$ cat src/rtl/move_scheduler.sv
// Grid move scheduler: arbitrates button and autonomous move requests, applies one per frame tick.
// Optional MOVE_SCHED_WRAP_EN wraps moves at the grid edges instead of clamping them.
//
// state | meaning
// IDLE  | waiting for a button pulse or an autonomous request
// PEND  | one move latched, waiting for the next frame_tick to apply it
module move_scheduler #(
  parameter int GRID_MAX = 19,
  parameter int START_X  = 9,
  parameter int START_Y  = 9
) (
  input  logic       clk_in,
  input  logic       reset,
  input  logic [3:0] btn_req,
  input  logic       frame_tick,
  input  logic       auto_valid,
  input  logic [1:0] auto_dir,
  output logic       auto_ready,
  output logic [7:0] xpos,
  output logic [7:0] ypos,
  output logic       move_done,
  output logic       blocked,
  output logic [7:0] drop_count
);

  typedef enum logic {IDLE, PEND} state_t;

  localparam logic [7:0] GMAX = 8'(GRID_MAX);
  localparam logic [7:0] X0   = 8'(START_X);
  localparam logic [7:0] Y0   = 8'(START_Y);

  state_t     state;
  logic [1:0] dir;
  logic [2:0] btn_cnt;
  logic [1:0] btn_low;
  logic [2:0] drop_inc;
  logic [8:0] drop_sum;
  logic [7:0] drop_next;
  logic [7:0] nx, ny;
  logic       blk_next;

  assign auto_ready = (state == IDLE) && (btn_req == 4'b0000);

  always_comb begin
    btn_cnt = 3'(btn_req[0]) + 3'(btn_req[1]) + 3'(btn_req[2]) + 3'(btn_req[3]);
    btn_low = 2'd0;
    if (btn_req[0])      btn_low = 2'd0;
    else if (btn_req[1]) btn_low = 2'd1;
    else if (btn_req[2]) btn_low = 2'd2;
    else if (btn_req[3]) btn_low = 2'd3;
    // In IDLE the lowest set bit becomes the move; only the rest count as drops.
    drop_inc = 3'd0;
    if (state == PEND)           drop_inc = btn_cnt;
    else if (btn_req != 4'b0000) drop_inc = btn_cnt - 3'd1;
    drop_sum  = {1'b0, drop_count} + 9'(drop_inc);
    drop_next = drop_sum[8] ? 8'hFF : drop_sum[7:0];
  end

  always_comb begin
    nx       = xpos;
    ny       = ypos;
    blk_next = 1'b0;
    case (dir)
      2'd0: if (ypos == 8'd0) begin
`ifdef MOVE_SCHED_WRAP_EN
              ny = GMAX;
`else
              blk_next = 1'b1;
`endif
            end else ny = ypos - 8'd1;
      2'd1: if (xpos == 8'd0) begin
`ifdef MOVE_SCHED_WRAP_EN
              nx = GMAX;
`else
              blk_next = 1'b1;
`endif
            end else nx = xpos - 8'd1;
      2'd2: if (xpos >= GMAX) begin
`ifdef MOVE_SCHED_WRAP_EN
              nx = 8'd0;
`else
              blk_next = 1'b1;
`endif
            end else nx = xpos + 8'd1;
      default: if (ypos >= GMAX) begin
`ifdef MOVE_SCHED_WRAP_EN
              ny = 8'd0;
`else
              blk_next = 1'b1;
`endif
            end else ny = ypos + 8'd1;
    endcase
  end

  always_ff @(posedge clk_in or posedge reset) begin
    if (reset) begin
      state      <= IDLE;
      dir        <= 2'd0;
      xpos       <= X0;
      ypos       <= Y0;
      move_done  <= 1'b0;
      blocked    <= 1'b0;
      drop_count <= 8'd0;
    end else begin
      move_done  <= 1'b0;
      blocked    <= 1'b0;
      drop_count <= drop_next;
      case (state)
        IDLE: begin
          // frame_tick is deliberately ignored here, even on the latch edge.
          if (btn_req != 4'b0000) begin
            dir   <= btn_low;
            state <= PEND;
          end else if (auto_valid) begin
            dir   <= auto_dir;
            state <= PEND;
          end
        end
        PEND: begin
          if (frame_tick) begin
            xpos      <= nx;
            ypos      <= ny;
            move_done <= 1'b1;
            blocked   <= blk_next;
            state     <= IDLE;
          end
        end
        default: state <= IDLE;
      endcase
    end
  end

endmodule

$ cat config.mk
export PLATFORM = sky130hd
export DESIGN_NAME = move_scheduler
export DESIGN_NICKNAME = d
export VERILOG_FILES = /design/src/rtl/move_scheduler.sv
export SDC_FILE = /design/constraint.sdc
export NUM_CORES = 1
export LEC_CHECK = 0
export BUFFER_PORTS_ARGS = -buffer_cell sky130_fd_sc_hd__buf_2
export CORE_ASPECT_RATIO = 0.75
export CORE_MARGIN = 2
export CORE_UTILIZATION = 38
export DETAILED_ROUTE_END_ITERATION = 8
export PLACE_DENSITY = 0.68
export SLEW_MARGIN = 20
export SYNTH_ARGS = -nofsm -noshare
export SYNTH_HDL_FRONTEND = slang
export SYNTH_SLANG_ARGS = --single-unit
$ cat constraint.sdc
create_clock -name clk_in -period 5.3 [get_ports clk_in]
set_input_delay 0.265 -clock clk_in [delete_from_list [all_inputs] [get_ports clk_in]]
set_output_delay 0.265 -clock clk_in [all_outputs]
set_load 0.01 [all_outputs]
# After elaboration in Yosys (flattened, before gate mapping)
# Cells that the tools add are included.
# Widths: inputs -> output; s select.
# classes
mux	28
bitwise	2
magnitude_cmp	2
reduce_logical	12
add_sub_neg	9
eq_ne	6
# op_table
operator	count
$mux 8	5
$pmux 8 s2	2
$add 8x1->8 const B	2
$ge 8x5->1 const B	2
$logic_not 8->1	2
$sub 8x1->8 const B	2
$mux 2	6
$mux 1	11
$reduce_and 5->1	2
$add 8x3->9	1
$mux 3	2
$ne 2x2->1 const B	3
$logic_not 4->1	1
$reduce_bool 2->1	2
$reduce_bool 4->1	1
$add 2x1->3	1
$add 3x1->3	1
$pmux 1 s3	1
$sub 3x1->3 const B	1
$add 1x1->2	1
$eq 2x1->1 const B	1
$eq 2x2->1 const B	1
$logic_not 2->1	1
$ne 2x1->1 const B	1
5 further kinds	6
# word_totals
input_bits	10
register_bits	29
out_inout_bits	27
wordCells	66

# Depth between registers and ports, before layout
# Gate-level depths: netlist (run 1).
# logic_depth
depth_word	8
depth_mapped	13

# Worst setup path after synthesis (run 1)
# Ideal clock, no wire load.
# synth_path
path_type	input -> register
startpoint	input port btn_req[0]
endpoint	register drop_count[4]
n_path_buf	0
t_arrival_ns	3.029
slack_ns	2.189
required_ns	5.217
path_stages	13
setup_ns	0.083
path_cell_list	fa_1 -> ha_1 -> ha_1 -> inv_1 -> ha_1 -> nor3_1 -> a21o_1 -> inv_1 -> fa_1 -> inv_1 -> a21o_1 -> or3b_2 -> o21ai_0
# synth_between
elab_chain_len	8
word_cells_on_any_way	9
classes_between	add/sub: 5; mux: 3; reduce/logical: 1
# synth_rtl
item	line_no	source
from (decl)	14	input logic [3:0] btn_req,
$add 1x1->2	45	btn_cnt = 3'(btn_req[0]) + 3'(btn_req[1]) + 3'(btn_req[2]) + 3'(btn_req[3]);
$add 2x1->3	45	
$add 3x1->3	45	
$sub 3x1->3	54	else if (btn_req != 4'b0000) drop_inc = btn_cnt - 3'd1;
$mux 3	54	
$mux 3 (*)	53	if (state == PEND) drop_inc = btn_cnt;
$add 8x3->9 (*)	55	drop_sum = {1'b0, drop_count} + 9'(drop_inc);
$mux 8 (*)	56	drop_next = drop_sum[8] ? 8'hFF : drop_sum[7:0];
via drop_next[4]	38	logic [7:0] drop_next;
to (signal assigned)	107	drop_count <= drop_next;
to (decl)	23	output logic [7:0] drop_count
# Mark *: on every way through the listed nets, which the timed path passes. The rest lies on a longest branch.
# A chain may end at the register's enable or synchronous reset.

# Worst setup path after layout (run 1)
# Ends and elaborated chain as after synthesis.

==> results.md, run 1 <==
* Status: completed
* Max VDD drop at 0.000212 V
* Slowest cell on crit path: or3b_2
* Buf/Inv on CP at 4
* CTS root buffer: clkbuf_8
* Placed wire-length estimate at 3180 um
* Leakage power at 0.00118 uW
* Pre-CTS WS at 1.87 ns
* IO Port Bufs at 36
* Ys flop type: dfrtp_1
* Core area at 5300 um^2
* Total GRT Usage at 14.3%
* Post-synthesis cell count at 221
* Share of Yosys cell area claimed by the top area cell type at 30.2%
* Min-delay worst type: input port to asynchronous set/reset pin
* Chip width at 89.3 um
* Slew Viols, Final at 0
* Endpoint class of the critical path: register
* Layout cell share with drive strength beyond 1 at 21.7%
* Pin count of the biggest net entering global routing at 30
* Largest cells by area after synthesis: dfrtp_1, ha_1, dfstp_2, mux2_2, a21oi_1
* Syn_nets at 258
* Crit share post-route at 59.3%
* Final setup violation count at 0
* # Post-CTS Setup Buffers at 0
* Slew HR at 35.1%
* Final critical-path required period at 3.14 ns
* CTS Buf Count at 5
* Total number of vias at 1665
* Slowest Stage Delay on Critical Path at 0.53 ns
* Fin cells at 338
* Core Rows at 23
* Synth area leader: dfrtp_1
* Pin slew with the least headroom to its limit at 0.969 ns
* Final WS setup at 2.16 ns
* Cts hold-fix bufs at 0
* Placement-stage cell area at 2340 um^2
* Number of synthesized register bits at 29
* Worst skew pair latency at 0.28 ns
* CTS tree: built
* H-tree Lvls at 2
* Mean area per synthesized cell at 9.38 um^2
* Count leader, synth: dfrtp_1
* RSZ-0062 raised after global routing: false
* Vias in the first global route at 1507
* Fmax at 318 MHz
* Drt first pass iters at 4
* Max-cap viol count at 0
* Fill count at 538
* Initial core utilization at 39.2%
* Worst Skew at 0.00642 ns
* Synth top cells by count: dfrtp_1, ha_1, inv_1, nand2_1, nor2_1
* CTS resizes at 0
* I/O pin count at 37
* Antenna cells at 0
* Setup TNS at 0 ns
* Total chip power at 1420 uW
* Clock sinks at 29
* Global-route wire length before repair at 6760 um
* WP data required at 5.49 ns
* Ys async rst share at 100%
* Vias/cell at 4.93
* Worst path cell trace: buf_2, fa_1, ha_1, ha_1, inv_1, ha_1, nor3_1, a21o_1, inv_1, fa_1, inv_1, a21o_1, or3b_2, o21ai_0
* Area grow syn2layout at 17.2%
* Antenna violations before repair at 0
* Full die area at 6070 um^2
* GPL Wtd Cong at 0.796
* Wire length per cell at 12.1 um
* Antenna Nets Post-Route at 0
* Post-synth EDFFs at 0
* Family with the most delay on the worst path: adder cells
* Inst Count DP at 330
* Die span in y at 68.0 um
* Synthesized area at 2070 um^2
* WS Path Type: input port to register
* Crit start category: input port
* Clk buf depth at 2
* Layout net count at 299
* Starting DRT DRC Count at 51
* Seq/Total Area, Yosys at 35.2%
* Worst-path clk slew at 0.06 ns
* Total grt overflow at 0
* DRC Markers at 0
* Syn. warnings at 0
* Unique masters post-synth at 38
* Crit path DAT at 3.33 ns
* Maximum net fanout on the critical path at 6
* Final hold violations at 0
* Design Area, Final at 2430 um^2
* Power per standard cell area at 584 nW/um^2
* Post-Route WL at 4080 um
kinds of logic (layout without fill, tap and decap cells):
logic type / Yosys count / count (layout) / synth area share [%]
AO/OA/AOI/OAI: 57 / 57 / 17.7
adder cells (fa/ha/maj): 27 / 27 / 17.7
multiplexers: 8 / 8 / 4.35
XOR/XNOR: 14 / 14 / 5.91
flip-flops: 29 / 29 / 35.2
AND/OR/NAND/NOR: 64 / 64 / 15.1
buffers and inverters: 22 / 64 / 3.98
state kept, by name, indices dropped and copies added, names as in the netlist:
| register | flops |
|---|---|
| drop_count | 8 |
| xpos | 8 |
| ypos | 8 |
| dir | 2 |
| blocked | 1 |
| move_done | 1 |
| state | 1 |
worst reg2reg max path, cell delays in order (launching register included):
cell and delay, ns:
dfrtp_1 0.40, inv_1 0.12, ha_1 0.30, inv_1 0.20
ha_1 0.34, a211oi_1 0.32, o21ai_0 0.21, o311a_1 0.32
o21ai_1 0.17, xnor2_1 0.13
power breakdown:
| part | internal, uW | switching (uW) |
|---|---|---|
| combinational | 367 | 411 |
| clock | 106 | 77.6 |
| sequential | 333 | 125 |
| total | 806 | 614 |
area by class of cell:
cell class                      instances  area, um^2  area share (%)
Multi-Input combinational cell        170        1260            51.9
Sequential cell                        29         731            30.1
Timing Repair Buffer                   36         180            7.42
Tap cell                               75        93.8            3.86
Clock buffer                            8        90.1            3.71
Inverter                               20        75.1            3.09
layer usage:
layer / up-vias / GRT usage, % / share of wire [%]
li1: 869 / - / -
met1: 762 / 20.7 / 54
met2: 34 / 21.2 / 42
met3: 0 / 4.10 / 4.3
met4: 0 / 2.80 / 0
met5: - / 0 / 0
through the flow:
stage,hold slack [ns],util [%]
detailed placement,0.494,44.2
global route,0.0984,45.9
finish,0.0506,45.9
global placement,0.490,44.2
floorplan,0.340,-
CTS,0.275,45.9
final timing paths:
check,startpoint,to,slack [ns],cells after the start
setup / recovery,btn_req[0],drop_count[4]$_DFF_PP0_,2.16,14
max in group asynchronous,reset,drop_count[0]$_DFF_PP0_,4.86,2
hold / removal,reset,ypos[1]$_DFFE_PP0P_,0.05,2
hold reg to reg,ypos[7]$_DFFE_PP0P_,ypos[7]$_DFFE_PP0P_,0.50,1
min in group clk_in,auto_valid,state$_DFF_PP0_,0.28,3
setup reg to reg,dir[0]$_DFFE_PP0P_,xpos[7]$_DFFE_PP0P_,2.72,9
layout by cell type, fill, tap and decap left out, types with 2 or more instances in the layout:
cell and n:
o211ai_1 6, nor2_1 19, nand2b_1 4, clkbuf_1 2
nand3_1 2, nor3_1 8, nor4b_1 2, nand4_1 2
a31oi_1 2, inv_1 19, clkbuf_8 6, xor2_1 7
ha_1 23, a21oi_1 16, o31ai_1 2, buf_2 36
a211oi_1 4, a21o_1 5, dfstp_2 4, nand2_1 20
o21a_1 4, dfrtp_1 25, mux2_2 8, fa_1 4
and3_1 2, o21ai_0 10, xnor2_1 7
(Power assumes the default switching activity.)
==> inputs of run 2 (changes only) <==
--- a/config.mk
+++ b/config.mk
@@ -10,7 +10,7 @@
 export CORE_MARGIN = 2
 export CORE_UTILIZATION = 38
 export DETAILED_ROUTE_END_ITERATION = 8
-export PLACE_DENSITY = 0.68
+export PLACE_DENSITY = 0.7
 export SLEW_MARGIN = 20
 export SYNTH_ARGS = -nofsm -noshare
 export SYNTH_HDL_FRONTEND = slang
==> constraint.sdc (replaced) <==
create_clock -name clk_in -period 2.6 [get_ports clk_in]
set_input_delay 0.13 -clock clk_in [delete_from_list [all_inputs] [get_ports clk_in]]
set_output_delay 0.13 -clock clk_in [all_outputs]
set_load 0.01 [all_outputs]
==> results.md, run 2 (synthesized netlist as in run 1, its figures left out) <==
* Endpoint class of the critical path: register
* Full die area at 6070 um^2 (unchanged)
* Max-cap viol count at 0 (unchanged)
* Hold Worst Slack at 0.138 ns (+0.0872 ns)
* CTS Buf Count at 5 (unchanged)
* H-tree Lvls at 2 (unchanged)
* Starting DRT DRC Count at 59 (+16%)
* Layout cell share with drive strength beyond 1 at 29.0% (+7.3 points)
* Power per standard cell area at 1190 nW/um^2 (+100%)
* Final critical-path required period at 2.58 ns
* Max VDD drop at 0.000410 V (+93%)
* R2r startpoint: dir[0]$_DFFE_PP0P_
* Min-delay worst type: input port to register
* CTS root buffer: clkbuf_8
* Worst-path clk slew at 0.06 ns (about the same)
* Status: completed
* Most common cell after layout, fill and taps aside: buf_2
* Slew HR at 74.4% (+39 points)
* Fmax at 387 MHz
* Pin count of the biggest net entering global routing at 30 (unchanged)
* Layout net count at 312 (+4.3%)
* Antenna cells at 0 (unchanged)
* CTS tree: built
* Core area at 5300 um^2 (unchanged)
* Hold path startpoint: auto_valid
* Fill count at 516 (-4.1%)
* Vias/cell at 4.99 (+1.3%)
* Worst skew pair latency at 0.28 ns (about the same)
* RSZ-0062 raised after global routing: true
* Final hold violations at 0 (unchanged)
* Crit start category: input port
* Initial core utilization at 39.2% (unchanged)
* Wire length per cell at 12.5 um (+3.1%)
* Commonest cells after routing, fill and taps aside: buf_2, dfrtp_1, nand2_1
* Worst R2R End: xpos[7]$_DFFE_PP0P_
* Antenna violations before repair at 0 (unchanged)
* Die span in y at 68.0 um (unchanged)
* Area grow syn2layout at 26.8%
* Inst Count DP at 339 (+2.7%)
* Hold depth at 3
* WS Path Type: input port to register
* Placed wire-length estimate at 3330 um (+4.6%)
* GPL Wtd Cong at 0.832 (+4.6%)
* Fin cells at 351 (+3.8%)
* Crit share post-route at 99.3%
* Slew Viols, Final at 0 (unchanged)
* Total grt overflow at 0 (unchanged)
* Antenna Nets Post-Route at 0 (unchanged)
* R2R depth at 9 (unchanged)
* R2R Setup Slk at 0.23 ns (-2.49 ns)
* Top Registers: drop_count: 8 flops, xpos: 8 flops, ypos: 8 flops
* Pin slew with the least headroom to its limit at 0.384 ns (-0.585 ns)
* Core Rows at 23 (unchanged)
* Maximum net fanout on the critical path at 6 (unchanged)
* Leakage power at 0.00126 uW (+6.6%)
* Global-route wire length before repair at 6920 um (+2.3%)
* Final setup violation count at 0 (unchanged)
* Crit path DAT at 2.80 ns (-0.53 ns)
* DRC Markers at 0 (unchanged)
* WHS Endpoint: state$_DFF_PP0_
* Clk buf depth at 2 (unchanged)
* Total number of vias at 1751 (+5.2%)
* Total GRT Usage at 14.9% (+0.65 points)
* WP data required at 2.82 ns (-2.67 ns)
* Chip width at 89.3 um (unchanged)
* Worst Skew at 0.0101 ns (+0.00372 ns)
* IO Port Bufs at 36 (unchanged)
* Clock sinks at 29 (unchanged)
* Vias in the first global route at 1517 (+0.66%)
* Drt first pass iters at 5 (+1)
* Post-Route WL at 4370 um (+7.1%)
* Final WS setup at 0.0181 ns (-2.14 ns)
* Pre-CTS WS at -0.319 ns (-2.19 ns)
* I/O pin count at 37 (unchanged)
## run 2: worst max-delay path, stage by stage
cell and delay [ns]:
buf_6 0.10, fa_1 0.47, ha_2 0.21, ha_4 0.26, inv_2 0.04, ha_4 0.20
nor3_2 0.10, a21o_1 0.12, inv_1 0.05, fa_2 0.35, inv_2 0.06, a21o_1 0.18
or3b_4 0.44, nand2b_1 0.09
## run 2: how the worst max path moves through the flow
stage	cells after the start	endpoint	startpoint	slack (ns)
after CTS	14	drop_count[4]$_DFF_PP0_	btn_req[3]	0.008
final	14	drop_count[0]$_DFF_PP0_	btn_req[0]	0.02
after detailed placement	14	drop_count[4]$_DFF_PP0_	btn_req[3]	-0.32
after global placement	14	drop_count[4]$_DFF_PP0_	btn_req[3]	-0.24
after global routing	14	drop_count[0]$_DFF_PP0_	btn_req[0]	-0.05
after floorplan	13	drop_count[4]$_DFF_PP0_	btn_req[3]	-0.04
## run 2: cell type report
cell class | count | area, um^2 | area share, %
inverter | 20 | 75.1 | 2.86
tap | 75 | 93.8 | 3.57
clock inverter | 1 | 30.0 | 1.14
clock buffer | 7 | 86.3 | 3.28
timing repair buffer | 49 | 293 | 11.1
multi-input combinational | 170 | 1320 | 50.2
sequential | 29 | 731 | 27.8
## run 2: power breakdown
group          total (uW)  switching, uW  leakage, uW  internal (uW)
logic                1710            886     0.000862            824
registers             931            253     0.000343            678
clock network         482            170    0.0000585            312
## run 2: stage by stage
step / TNS, ns / instance area, um^2 / utilization (%) / power, uW
floorplan: -0.180 / 2110 / - / 2100
global placement: -1.69 / 2440 / 46.2 / 2560
detailed placement: -2.17 / 2440 / 46.2 / 2600
CTS: 0 / 2580 / 48.7 / 3100
global route: -0.198 / 2630 / 49.6 / 3410
finish: 0 / 2630 / 49.6 / 3120
## run 2: what timing repair did
action,CTS,global route
setup buffers,1,2
hold buffers,1,0
pin swaps,2,4
endpoints found under the setup margin,2,8
resized for setup,0,7
hold endpoints to repair,25,0
## run 2: routing by layer
| metal | GRT usage [%] | part of all wire [%] | wire (um) | vias to the layer above |
|---|---|---|---|---|
| met2 | 21.1 | 44 | 1950 | 32 |
| met3 | 4.46 | 3.5 | 151 | 4 |
| met5 | 0 | 0 | 0 | - |
| li1 | - | - | - | 894 |
| met1 | 21.9 | 52 | 2260 | 821 |
| met4 | 4.10 | 0.43 | 19 | 0 |
==> inputs of run 3 (changes only) <==
--- a/config.mk
+++ b/config.mk
@@ -6,11 +6,13 @@
 export NUM_CORES = 1
 export LEC_CHECK = 0
 export BUFFER_PORTS_ARGS = -buffer_cell sky130_fd_sc_hd__buf_2
+export CELL_PAD_IN_SITES_DETAIL_PLACEMENT = 1
+export CELL_PAD_IN_SITES_GLOBAL_PLACEMENT = 2
 export CORE_ASPECT_RATIO = 0.75
 export CORE_MARGIN = 2
-export CORE_UTILIZATION = 38
+export CORE_UTILIZATION = 31
 export DETAILED_ROUTE_END_ITERATION = 8
-export PLACE_DENSITY = 0.7
+export PLACE_DENSITY = 0.86
 export SLEW_MARGIN = 20
 export SYNTH_ARGS = -nofsm -noshare
 export SYNTH_HDL_FRONTEND = slang
==> results.md, run 3 (synthesized netlist as in run 1, its figures left out) <==
* RSZ-0062 raised after global routing: true
* Leakage power at 0.00127 uW (+0.49%)
* R2r startpoint: dir[0]$_DFFE_PP0P_
* Pin count of the biggest net entering global routing at 30 (unchanged)
* Endpoint class of the critical path: register
* Crit path DAT at 2.80 ns (about the same)
* Clk buf depth at 2 (unchanged)
* Min-delay worst type: input port to register
* Max VDD drop at 0.000481 V (+17%)
* Chip width at 98.4 um (+10%)
* Status: completed
* Pin slew with the least headroom to its limit at 0.601 ns (+0.217 ns)
* Crit start category: input port
* R2R Setup Slk at 0.31 ns (+0.08 ns)
* Final setup violation count at 0 (unchanged)
* Worst skew pair latency at 0.28 ns (about the same)
* Switching Fraction at 42.5% (+0.62 points)
* H-tree Lvls at 2 (unchanged)
* Area grow syn2layout at 27.3%
* GPL Wtd Cong at 0.808 (-2.9%)
* Wire length per cell at 14.4 um (+15%)
* Fill count at 770 (+49%)
* Design Area, Final at 2640 um^2 (+0.43%)
* Layout cell share with drive strength beyond 1 at 29.5% (+0.51 points)
* Crit share post-route at 99.9% (+0.63 points)
* Final hold violations at 0 (unchanged)
* Core area at 6380 um^2 (+21%)
* Initial core utilization at 32.5% (-6.7 points)
* Vias in the first global route at 1840 (+21%)
* Total number of vias at 1812 (+3.5%)
* Clock sinks at 29 (unchanged)
* WS Path Type: input port to register
* Inst Count DP at 347 (+2.4%)
* Combinational share of power at 55.3% (+0.6 points)
* Placed wire-length estimate at 3980 um (+20%)
* Antenna cells at 0 (unchanged)
* I/O pin count at 37 (unchanged)
* Worst-path clk slew at 0.06 ns (about the same)
* Power per standard cell area at 1210 nW/um^2 (+1.7%)
* R2R depth at 9 (unchanged)
* Hold depth at 3 (unchanged)
* Vias/cell at 5.05 (+1.2%)
* Full die area at 7370 um^2 (+21%)
* CTS root buffer: clkbuf_8
* Worst R2R End: ypos[6]$_DFFE_PP0P_
* Final core occ at 41.4% (-8.3 points)
* Sequential group share of total power at 29.4% (-0.4 points)
* DRC Markers at 0 (unchanged)
* Antenna violations before repair at 0 (unchanged)
* Antenna Nets Post-Route at 0 (unchanged)
* Slew HR at 59.6% (-15 points)
* Hold path startpoint: auto_valid
* Internal Power at 1830 uW (+1.1%)
* CTS tree: built
* Worst Skew at 0.00813 ns (-0.00201 ns)
* Die span in y at 74.8 um (+10%)
* Starting DRT DRC Count at 38 (-36%)
* Clock share of power at 15.3% (about the same)
* Setup TNS at 0 ns (unchanged)
* Maximum net fanout on the critical path at 6 (unchanged)
* Commonest cells after routing, fill and taps aside: buf_2, dfrtp_1, nor2_1, nand2_1, ha_1
* WHS Endpoint: state$_DFF_PP0_
* Most common cell after layout, fill and taps aside: buf_2
* Slew Viols, Final at 0 (unchanged)
* IO Port Bufs at 36 (unchanged)
* P_sw at 1360 uW (+3.6%)
* Final WS setup at 0.00158 ns (-0.0165 ns)
* Core Rows at 25 (+8.7%)
* Total grt overflow at 0 (unchanged)
* Layout net count at 314 (+0.64%)
* Post-Route WL at 5160 um (+18%)
* Drt first pass iters at 2 (-3)
* Top Registers: drop_count: 8 flops, xpos: 8 flops, ypos: 8 flops
* Final critical-path required period at 2.60 ns (+0.0165 ns)
* Max-cap viol count at 0 (unchanged)
* Fin cells at 359 (+2.3%)
* Placement-stage cell area at 2470 um^2 (+0.92%)
* WP data required at 2.80 ns (-0.02 ns)
* Fmax at 385 MHz (-0.64%)
* Global-route wire length before repair at 8360 um (+21%)
* Pre-CTS WS at -0.316 ns (+0.00252 ns)
* Total GRT Usage at 14.1% (-0.82 points)
* Worst Setup SP: btn_req[3]
* CTS Buf Count at 5 (unchanged)
[run 3: changes by cell type in the layout (fill, tap and decap cells not counted), moves of 2 or more]
cell and delta:
buf_4 +2, inv_1 -2, inv_2 +2, o21ai_1 +2
[run 3: metal layers]
metal	track usage (%)	up-vias	part of all wire, %
li1	-	893	-
met1	18.4	891	49
met2	24.9	23	47
met3	2.60	5	3.2
met4	3.20	0	0.52
met5	0	-	0
[run 3: worst max-delay path, stage by stage]
cell	delay, ns
buf_6	0.10
fa_1	0.49
ha_2	0.21
ha_4	0.26
inv_2	0.04
ha_4	0.21
nor3_4	0.09
a21o_1	0.13
inv_2	0.04
fa_2	0.34
inv_2	0.06
a21o_1	0.15
or3b_4	0.44
o21ai_1	0.09
[run 3: how the worst max path moves through the flow]
stage	endpoint	depth (start not counted)	slack [ns]
2_1_floorplan	drop_count[4]$_DFF_PP0_	13	-0.04
3_3_place_gp	drop_count[4]$_DFF_PP0_	14	-0.25
3_5_place_dp	drop_count[2]$_DFF_PP0_	14	-0.32
4_1_cts	drop_count[4]$_DFF_PP0_	14	0.002
5_1_grt	drop_count[4]$_DFF_PP0_	14	-0.08
6_report	drop_count[4]$_DFF_PP0_	14	0.002
[run 3: final cells by class]
class	count	area, um^2	share of cell area (%)
clock inverter	1	30.0	1.14
multi-input combinational	170	1310	49.6
timing repair buffer	51	308	11.7
clock buffer	7	86.3	3.27
sequential	29	731	27.7
inverter	20	75.1	2.84
tap	81	101	3.84
[run 3: power by group through the flow]
stage | clock network, uW | registers (uW) | logic, uW
floorplan | 0 | 977 | 1120
global placement | 0 | 943 | 1660
detailed placement | 0 | 948 | 1720
CTS | 492 | 945 | 1760
global route | 525 | 989 | 2000
finish | 487 | 939 | 1760
[run 3: repair_timing]
item                                    4_1_cts  5_1_grt
endpoints found under the setup margin        6        9
pin swaps                                     2        1
buffers inserted                              2        1
resized for setup                             1        8
hold endpoints to repair                     25        0
hold buffers                                  1        0
[run 3: through the flow]
stage | total power, uW | hold slack (ns)
after floorplan | 2100 | 0.205
after global placement | 2600 | 0.214
after detailed placement | 2670 | 0.224
after CTS | 3200 | 0.133
after global routing | 3510 | 0.186
final | 3190 | 0.140
